**src/rtl/uart_tx_fifo.sv**
```systemverilog
// Byte queue feeding the UART transmitter; drain FSM launches one frame per byte when tx idle.
// Latency: write into empty FIFO with idle transmitter -> tx_start two cycles later.
// Backpressure: writes to a full FIFO are dropped unless a pop happens the same cycle;
// UART_TX_FIFO_OVERFLOW_FLAG_EN adds a sticky overflow flag.
module uart_tx_fifo #(
    parameter  int DATA_WIDTH = 8,
    parameter  int DEPTH      = 16,
    localparam int ADDR_WIDTH = $clog2(DEPTH)
) (
    input  logic                  clk,
    input  logic                  reset,
    input  logic                  wr_en,
    input  logic [DATA_WIDTH-1:0] wr_data,
    output logic                  full,
    output logic                  empty,
    output logic [ADDR_WIDTH:0]   count,
    input  logic                  tx_busy,
    output logic                  tx_start,
    output logic [DATA_WIDTH-1:0] tx_data,
    input  logic                  clear_overflow,
    output logic                  overflow
);

    typedef enum logic [1:0] {ST_IDLE, ST_ARM, ST_WAIT} state_t;

    logic [DATA_WIDTH-1:0] mem_q [DEPTH];
    logic [ADDR_WIDTH-1:0] wr_ptr_q, wr_ptr_d;
    logic [ADDR_WIDTH-1:0] rd_ptr_q, rd_ptr_d;
    logic [ADDR_WIDTH:0]   count_q, count_d;
    state_t                state_q;
    logic                  tx_start_q;
    logic [DATA_WIDTH-1:0] tx_data_q;
    logic                  push, pop, drop;

    assign empty    = (count_q == '0);
    assign full     = (count_q == DEPTH[ADDR_WIDTH:0]);
    assign count    = count_q;
    assign tx_start = tx_start_q;
    assign tx_data  = tx_data_q;

    // A pop frees a slot in the same edge, so a write at full is still accepted then.
    always_comb begin
        pop      = (state_q == ST_IDLE) && !empty && !tx_busy;
        push     = wr_en && (!full || pop);
        drop     = wr_en && full && !pop;
        wr_ptr_d = push ? wr_ptr_q + 1'b1 : wr_ptr_q;
        rd_ptr_d = pop  ? rd_ptr_q + 1'b1 : rd_ptr_q;
        case ({push, pop})
            2'b10:   count_d = count_q + 1'b1;
            2'b01:   count_d = count_q - 1'b1;
            default: count_d = count_q;
        endcase
    end

    always_ff @(posedge clk) begin
        if (push) begin
            mem_q[wr_ptr_q] <= wr_data;
        end
    end

    always_ff @(posedge clk) begin
        if (reset) begin
            wr_ptr_q   <= '0;
            rd_ptr_q   <= '0;
            count_q    <= '0;
            state_q    <= ST_IDLE;
            tx_start_q <= 1'b0;
            tx_data_q  <= '0;
        end else begin
            wr_ptr_q <= wr_ptr_d;
            rd_ptr_q <= rd_ptr_d;
            count_q  <= count_d;
            case (state_q)
                ST_IDLE: begin
                    if (pop) begin
                        tx_start_q <= 1'b1;
                        tx_data_q  <= mem_q[rd_ptr_q];
                        state_q    <= ST_ARM;
                    end else begin
                        tx_start_q <= 1'b0;
                    end
                end
                // Gives the transmitter one cycle to raise tx_busy before we watch it.
                ST_ARM: begin
                    tx_start_q <= 1'b0;
                    state_q    <= ST_WAIT;
                end
                ST_WAIT: begin
                    tx_start_q <= 1'b0;
                    if (!tx_busy) begin
                        state_q <= ST_IDLE;
                    end
                end
                default: begin
                    tx_start_q <= 1'b0;
                    state_q    <= ST_IDLE;
                end
            endcase
        end
    end

`ifdef UART_TX_FIFO_OVERFLOW_FLAG_EN
    logic overflow_q;

    // Set has priority over clear so a drop in the clearing cycle is not lost.
    always_ff @(posedge clk) begin
        if (reset) begin
            overflow_q <= 1'b0;
        end else if (drop) begin
            overflow_q <= 1'b1;
        end else if (clear_overflow) begin
            overflow_q <= 1'b0;
        end
    end

    assign overflow = overflow_q;
`else
    logic unused_sigs;
    assign unused_sigs = clear_overflow ^ drop;
    assign overflow    = 1'b0;
`endif

endmodule
```
**config.mk**
```make
export PLATFORM = sky130hd
export DESIGN_NAME = uart_tx_fifo
export DESIGN_NICKNAME = d
export VERILOG_FILES = /design/src/rtl/uart_tx_fifo.sv
export SDC_FILE = /design/constraint.sdc
export NUM_CORES = 1
export LEC_CHECK = 0
export ABC_AREA = 1
export CELL_PAD_IN_SITES_DETAIL_PLACEMENT = 2
export CELL_PAD_IN_SITES_GLOBAL_PLACEMENT = 2
export CORE_ASPECT_RATIO = 2
export CORE_MARGIN = 4
export CORE_UTILIZATION = 39
export CTS_BUF_LIST = sky130_fd_sc_hd__clkbuf_16
export DETAILED_ROUTE_END_ITERATION = 16
export HOLD_SLACK_MARGIN = 0.03
export PLACE_DENSITY = 0.87
export SETUP_SLACK_MARGIN = 0.1
export SLEW_MARGIN = 20
export SYNTH_ARGS = -nofsm -noshare
export SYNTH_HDL_FRONTEND = slang
export SYNTH_SLANG_ARGS = --single-unit
export TNS_END_PERCENT = 50
```
**constraint.sdc**
```tcl
create_clock -name clk -period 4.6 [get_ports clk]
set_input_delay 0.92 -clock clk [delete_from_list [all_inputs] [get_ports clk]]
set_output_delay 0.92 -clock clk [all_outputs]
set_load 0.005 [all_outputs]
```
## After elaboration in Yosys (flattened, before gate mapping)

Memories as Yosys holds them, arrays and structs flattened. A register that Yosys moved wholly into a read port is not among the register bits.
Cells that the tools add are included.

- $add $sub $neg: 4
- $mul: 0
- Div/mod/pow operators: 0
- Order comparisons: 0
- Eq/ne operators: 7
- Shift operators: 0
- Mux-type cells: 7
- Bitwise logic cells: 1
- Reductions and logical operators: 13

Operator list:

| kind | count |
|---|---|
| $pmux 5 s2 | 1 |
| $add 4x1->4 const B | 2 |
| $pmux 2 s3 | 1 |
| $add 5x1->5 const B | 1 |
| $eq 5x5->1 const B | 1 |
| $logic_not 5->1 | 1 |
| $sub 5x1->5 const B | 1 |
| $eq 2x1->1 const B | 2 |
| $eq 2x2->1 const B | 2 |
| $mux 2 | 2 |
| $ne 2x2->1 const B | 2 |
| $reduce_and 2->1 | 2 |
| $logic_and 1x1->1 | 3 |
| $logic_not 1->1 | 3 |
| $mux 1 | 3 |
| $logic_not 2->1 | 1 |
| $reduce_bool 2->1 | 1 |
| $reduce_or 2->1 | 1 |
| $logic_or 1x1->1 | 1 |
| $not 1->1 | 1 |

- Register bits after elaboration: 16
- Latch bits: 0
- RAM bits: 128
- ROM bits: 0
- Bits of input ports: 13
- Output and inout port bits: 17
- Word-level logic and storage cells: 38
- Memories kept: 1

Memories:

| memory | words | width | rd ports | clocked after memory_dff | wr ports | RTL line | source |
|---|---|---|---|---|---|---|---|
| mem_q | 16 | 8 | 1 | 1 | 1 | 26 | `logic [DATA_WIDTH-1:0] mem_q [DEPTH];` |

## Logic depth before layout (Yosys ltp)

Gate-level depths: netlist of the first run.

- Depth after elaboration: 8
- Mapped depth: 16
- Mapped depth without buffers: 16

## Least setup slack after synthesis of the first run

OpenSTA, ideal clock, no wires.

- Kind: input to register
- From: input port tx_busy
- To: register count_q[4] (netlist: count[4])
- Library setup time: 115 ps
- Data arrival time: 2,177 ps
- Required time: 4,485 ps
- Path slack: 2,308 ps
- Stages: 14
- Path through: nor2_4 nand2_4 inv_2 nand2_1 inv_1 ha_1 nand2_1 nand2_1 a21oi_1 nand2_1 nand2_1 nand3_1 nand2_1 nor2_1

- Word-level cells in the longest chain between the ends: 6
- Elaborated cells on any way between the ends: 8
- Classes of those cells: eq/ne: 2; mux: 1; reduce/logical: 5

Ends and longest elaborated chain:

| what | RTL line | source |
|---|---|---|
| start: declaration | 17 | `input logic tx_busy,` |
| $logic_not 1->1 (*) | n/a |  |
| $logic_and 1x1->1 (*) | 43 | `pop = (state_q == ST_IDLE) && !empty && !tx_busy;` |
| $logic_or 1x1->1 | 44 | `push = wr_en && (!full \|\| pop);` |
| $logic_and 1x1->1 | 44 |  |
| $eq 2x1->1 or $eq 2x2->1 (tied branches) | 48 | `case ({push, pop})` |
| $pmux 5 s2 or $reduce_bool 2->1 (tied branches) | n/a |  |
| end signal: assignment | 72 | `count_q <= count_d;` |
| end: declaration | 29 | `logic [ADDR_WIDTH:0] count_q, count_d;` |

Mark *: on every way between the ends. The rest lies on a longest branch, timed or not.
A chain may end at the register's enable or synchronous reset.

==> results.cfg, run 1 <==
[outcome]
status = finished, final reports clean

[synth]
synth-compound-area-share_pct = 2.25
ys_types = 29
ys_ff_latch = 152
synthCells = 673
synth_nets = 695
synth_top_family_by_area = simple AND/OR/NAND/NOR gates
synth_xor_area_share_pct = 0.390
syn_area_um2 = 6740
ys_warn_count = 0
synthSimpleGateAreaFrac_pct = 23.2
syn-mean-instance-area_um2 = 10.0
synth_mux_area_share_pct = 0
yosys.area_share.adder_pct = 1.78
yosysSeqAreaShare_pct = 64.2

[routing]
drtAntennaViolNets = 0
drt_iter0_drc = 275
drc = 0
vias = 4885
drt_first_pass_iters = 4
drt_wl_total_mm = 22.4
vias_per_cell = 5.34
wire_per_inst_um = 24.5

[timing]
final.setup.worst_slack_ps = 1550
hold_violations = 0
relSlewSlack_pct = 32.8
finalCritPeriodShare_pct = 66.4
setup_tns_ps = 0
period_needed_ps = 3050
tightest_slew_ps = 1000
drv_slew = 0
fmax_ghz = 0.327
skew_ps = 12.6
setup_viol = 0
grt_setup_unrepaired = no

[setup_path]
r2r_end = tx_data[1]
start_kind = flop
cp_top_family = simple AND/OR/NAND/NOR gates
regToRegSetupSlack_ps = 1550
cpMostUsedCell = nand2_1
r2r_start = rd_ptr_q[0]
crit_start = rd_ptr_q[0]
path_max_fanout = 65
cp_num_cells = 9
worst-path-buf-inv = 2
worst-setup-path-type = flop to flop
cp.arrival_ps = 3390
cp-end-kind = flop
slowest_stage = clkinv_2
crit_chain = clkinv_2 > nand2_1 > nand2_1 > nand2_1 > nand3_1 > nand3_1 > nand3_2 > nand2_1 > inv_1
critPathMaxStageDelay_ps = 980
r2r_cells = 9
required_ps = 4940

[hold_path]
hp-start = state_q[1]
hold_class = flop to flop
min_path_cells = 3
whs_endpoint = state_q[1]

[power_and_ir_drop]
leakagePower_nw = 3.16
power_per_cell_area_nw_per_um2 = 577
ir_worst_vdd_v = 0.000321

[floorplanning]
die_h_um = 194
ios = 30
fp.dieW_um = 101
core_um2 = 16800
die_area_um2 = 19600
rows = 67
start_util_pct = 40.0

[clock_network]
cts_buffers = 17
cts_tree = built
htreeDepth = 4
path_clk_slew_ps = 60
clk_path_buf_depth = 2
cts_resized = 0
cts_root_buffer = clkbuf_16
clkSinkCount = 152
worstSkewPairLatency_ps = 440
hold_buffers = 0
post_cts_buffers = 0

[grt]
gr-total-overflow = 0
grt_pass1_wl_mm = 34.2
grt_antenna_before_repair = 0
grt_start_max_net_pins = 66
track_usage_pct = 23.8
grt_pass1_vias = 5768

[run]
drv_cap = 0

[placement]
hpwl_mm = 14.8
io_buffer_count = 27
pre_cts_ws_ps = 1380
place.gp.congestion = 0.814

[layout]
layout-drive-gt1-share_pct = 8.49
n_fill_cell = 1737
ff_latch_area_um2 = 4330
syn_to_final_growth_pct = 13.9
antennaDiodeCount = 0
fin_nets = 716
multi_input_area_um2 = 1870
## Yosys cell counts
| cell type | instances | area share, % |
|---|---|---|
| nand2_1 | 189 | 11 |
| dfxtp_1 | 24 | 7.1 |
| a21oi_2 | 2 | 0.26 |
| buf_6 | 5 | 0.84 |
| o21bai_1 | 1 | 0.11 |
| inv_1 | 85 | 4.7 |
| conb_1 | 1 | 0.056 |
| inv_2 | 7 | 0.39 |
| nand3_2 | 6 | 0.89 |
| nor3_2 | 1 | 0.15 |
| nand2_2 | 3 | 0.28 |
| nand2_4 | 2 | 0.33 |
| buf_2 | 13 | 0.97 |
| xor2_1 | 3 | 0.39 |
| nor2_2 | 1 | 0.093 |
| nand3_1 | 91 | 6.8 |
| o21ai_4 | 1 | 0.24 |
| ha_1 | 8 | 1.5 |
| o21ai_0 | 15 | 1.1 |
| buf_4 | 5 | 0.56 |
| clkinv_1 | 2 | 0.11 |
| clkbuf_1 | 5 | 0.28 |
| buf_8 | 1 | 0.22 |
| nand3_4 | 1 | 0.26 |
| nor2_4 | 3 | 0.50 |
| nor2_1 | 62 | 3.5 |
| fa_1 | 1 | 0.30 |
| edfxtp_1 | 128 | 57 |
| a21oi_1 | 7 | 0.52 |
## per-layer routing
metal	vias up	global-route usage (%)	wire (µm)
met1	2493	24.4	7850
met4	0	14.9	1400
li1	2216	-	-
met5	-	0	0
met3	58	4.32	696
met2	118	43.1	12400
## flip-flops by register name, indices dropped and copies added, names as in the netlist
signal    count
state_q       2
mem_q       128
count         5
tx_data       8
tx_start      1
wr_ptr_q      4
rd_ptr_q      4
## where the power goes
part           leakage, nW  internal [W]  switching, W
sequential            1.35       0.00159      0.000145
combinational         1.53      0.000429      0.000900
clock                0.280      0.000789      0.000569
total                 3.16       0.00281       0.00161
## area by class of cell
type                            count  area share [%]
Clock buffer                       17            5.55
Multi-Input combinational cell    398            24.4
Timing Repair Buffer               31            3.91
Clock inverter                     15            1.81
Inverter                           94            4.62
Tap cell                          207            3.38
Sequential cell                   152            56.4
## layout by cell type (no fill, tap or decap), types with 2 or more instances in the layout
cell             synthesis  layout
nand2_2                  3       3
buf_4                    5       4
clkbuf_16                0      17
edfxtp_1               128     128
a21oi_1                  7       7
dfxtp_1                 24      23
o21ai_0                 15      15
nor2_1                  62      62
nor2_4                   3       3
bufinv_16                0       2
inv_2                    7       6
clkinv_4                 0       2
clkinv_1                 2       3
nand2_4                  2       2
xor2_1                   3       3
clkinv_2                 0       4
inv_1                   85      88
ha_1                     8       8
clkinvlp_4               0       3
nand3_2                  6       6
a21oi_2                  2       2
nand3_1                 91      91
clkdlybuf4s50_1          0      27
nand2_1                189     189
## worst max path at each step
stage / end
floorplan: count[4]
CTS: count[4]
detailed placement: count[4]
global placement: count[4]
finish: tx_data[1]
global route: tx_data[1]
## tightest hold or removal path, cell delays in order, from the launching register on
cell and delay [ps]:
dfxtp_1 310, inv_2 60, a21oi_1 40, nor2_1 90
## logic make-up after synthesis
family	count (synthesis)
buf+inv	123
fa+ha+maj	9
other cells	1
compound gates	26
xor+xnor	3
flops	152
simple gates	359
## through the flow
stage / util (%) / power (W) / instances / hold slack (ps) / cell area [µm²]
floorplan: - / 0.00255 / 673 / 463 / 6740
global placement: 42.2 / 0.00293 / 882 / 479 / 7110
detailed placement: 42.2 / 0.00306 / 882 / 514 / 7110
CTS: 45.5 / 0.00446 / 914 / 533 / 7670
global route: 45.5 / 0.00465 / 914 / 575 / 7670
finish: 45.5 / 0.00442 / 914 / 534 / 7670
(Power assumes the default switching activity.)
==> run 2, diff against run 1 <==
==> constraint.sdc (replaced) <==
create_clock -name clk -period 3.05 [get_ports clk]
set_input_delay 0.61 -clock clk [delete_from_list [all_inputs] [get_ports clk]]
set_output_delay 0.61 -clock clk [all_outputs]
set_load 0.005 [all_outputs]
==> results.cfg, run 2 (same netlist as run 1, synthesis figures left out) <==
[grt]
gr-total-overflow = 0
grt_pass1_vias = 5810
grt_antenna_before_repair = 0
grt_start_max_net_pins = 67
track_usage_pct = 24.2
grt_pass1_wl_mm = 34.9

[floorplanning]
die_area_um2 = 19600
rows = 67
fp.dieW_um = 101
core_um2 = 16800
start_util_pct = 40.0
ios = 30
die_h_um = 194

[timing]
hold_violations = 0
fmax_ghz = 0.391
relSlewSlack_pct = 46.6
setup_tns_ps = 0
hold_slack_ps = 519
period_needed_ps = 2550
finalCritPeriodShare_pct = 83.8
setup_viol = 0
skew_ps = 8.34
drv_slew = 0
tightest_slew_ps = 798
grt_setup_unrepaired = no

[power_and_ir_drop]
power_per_cell_area_nw_per_um2 = 840
leakagePower_nw = 3.27
ir_worst_vdd_v = 0.000602

[clock_network]
clk_path_buf_depth = 2
hold_buffers = 0
clkSinkCount = 152
htreeDepth = 4
worstSkewPairLatency_ps = 420
path_clk_slew_ps = 60
cts_root_buffer = clkbuf_16
post_cts_buffers = 0
cts_tree = built
cts_resized = 0
cts_buffers = 17

[routing]
vias = 5007
drc = 0
drt_iter0_drc = 348
wire_per_inst_um = 24.5
drt_first_pass_iters = 5
drtAntennaViolNets = 0
vias_per_cell = 5.36
drt_wl_total_mm = 22.9

[outcome]
status = finished, final reports clean

[layout]
fin_nets = 736
largest_register_ffs = 128
final_common_cell = nand2_1
regMostFlops = mem_q
syn_to_final_growth_pct = 15.5
most-common-layout-cells = nand2_1, edfxtp_1, inv_1
antennaDiodeCount = 0
layout-drive-gt1-share_pct = 10.0

[setup_path]
cp.arrival_ps = 2860
start_kind = primary input
required_ps = 3360
worst-setup-path-type = primary input to flop
path_max_fanout = 8
cp-end-kind = flop

[placement]
io_buffer_count = 27
place.gp.congestion = 0.830
hpwl_mm = 15.0

[run]
drv_cap = 0

[hold_path]
hold_class = flop to flop
==> run 2: final cells by class <==
type / instances / area [µm²]
tap: 207 / 259
timing repair buffer: 51 / 463
sequential: 152 / 4330
multi-input combinational: 398 / 1870
clock buffer: 17 / 425
inverter: 94 / 353
clock inverter: 15 / 86.3
fill: 1740 / 9070
==> run 2: where the power goes <==
part / total, W / leakage (nW) / internal (W) / switching (W)
clock: 0.00190 / 0.279 / 0.00108 / 0.000815
sequential: 0.00255 / 1.35 / 0.00240 / 0.000148
combinational: 0.00209 / 1.64 / 0.000679 / 0.00141
==> run 2: worst paths after layout <==
check	endpoint	slack, ps	start	cells past startpoint
worst max register to register	count[4]	620	count[0]	15
worst min-delay path	wr_ptr_q[3]	520	wr_ptr_q[3]	2
worst min register to register	wr_ptr_q[3]	520	wr_ptr_q[3]	2
worst max-delay path	count[4]	500	tx_busy	15
==> run 2: per-layer routing <==
layer,share of wire [%],up-vias,track usage [%]
li1,-,2254,-
met2,57,140,44.5
met4,5.6,0,13.9
met1,35,2539,25.3
met3,2.8,74,3.71
met5,0,-,0
==> run 2: critical path: stages <==
cell and delay [ps]:
clkdlybuf4s50_1 470, nor2_4 240, nand2_4 120, inv_2 80
nand2_1 70, inv_1 160, ha_1 310, nand2_1 80
nand2_1 60, a21oi_1 210, nand2_1 110, nand2_1 100
nand3_1 70, nand2_1 90, nor2_1 70
==> run 2: per-stage QoR <==
stage / setup WS [ps] / std cells / total power [W] / utilization (%) / area, µm²
3_3_place_gp: 285 / 902 / 0.00442 / 43.1 / 7270
5_1_grt: 314 / 934 / 0.00686 / 46.2 / 7780
2_1_floorplan: 1070 / 673 / 0.00385 / - / 6740
3_5_place_dp: 196 / 902 / 0.00460 / 43.1 / 7270
6_report: 495 / 934 / 0.00654 / 46.2 / 7780
4_1_cts: 525 / 934 / 0.00657 / 46.2 / 7780
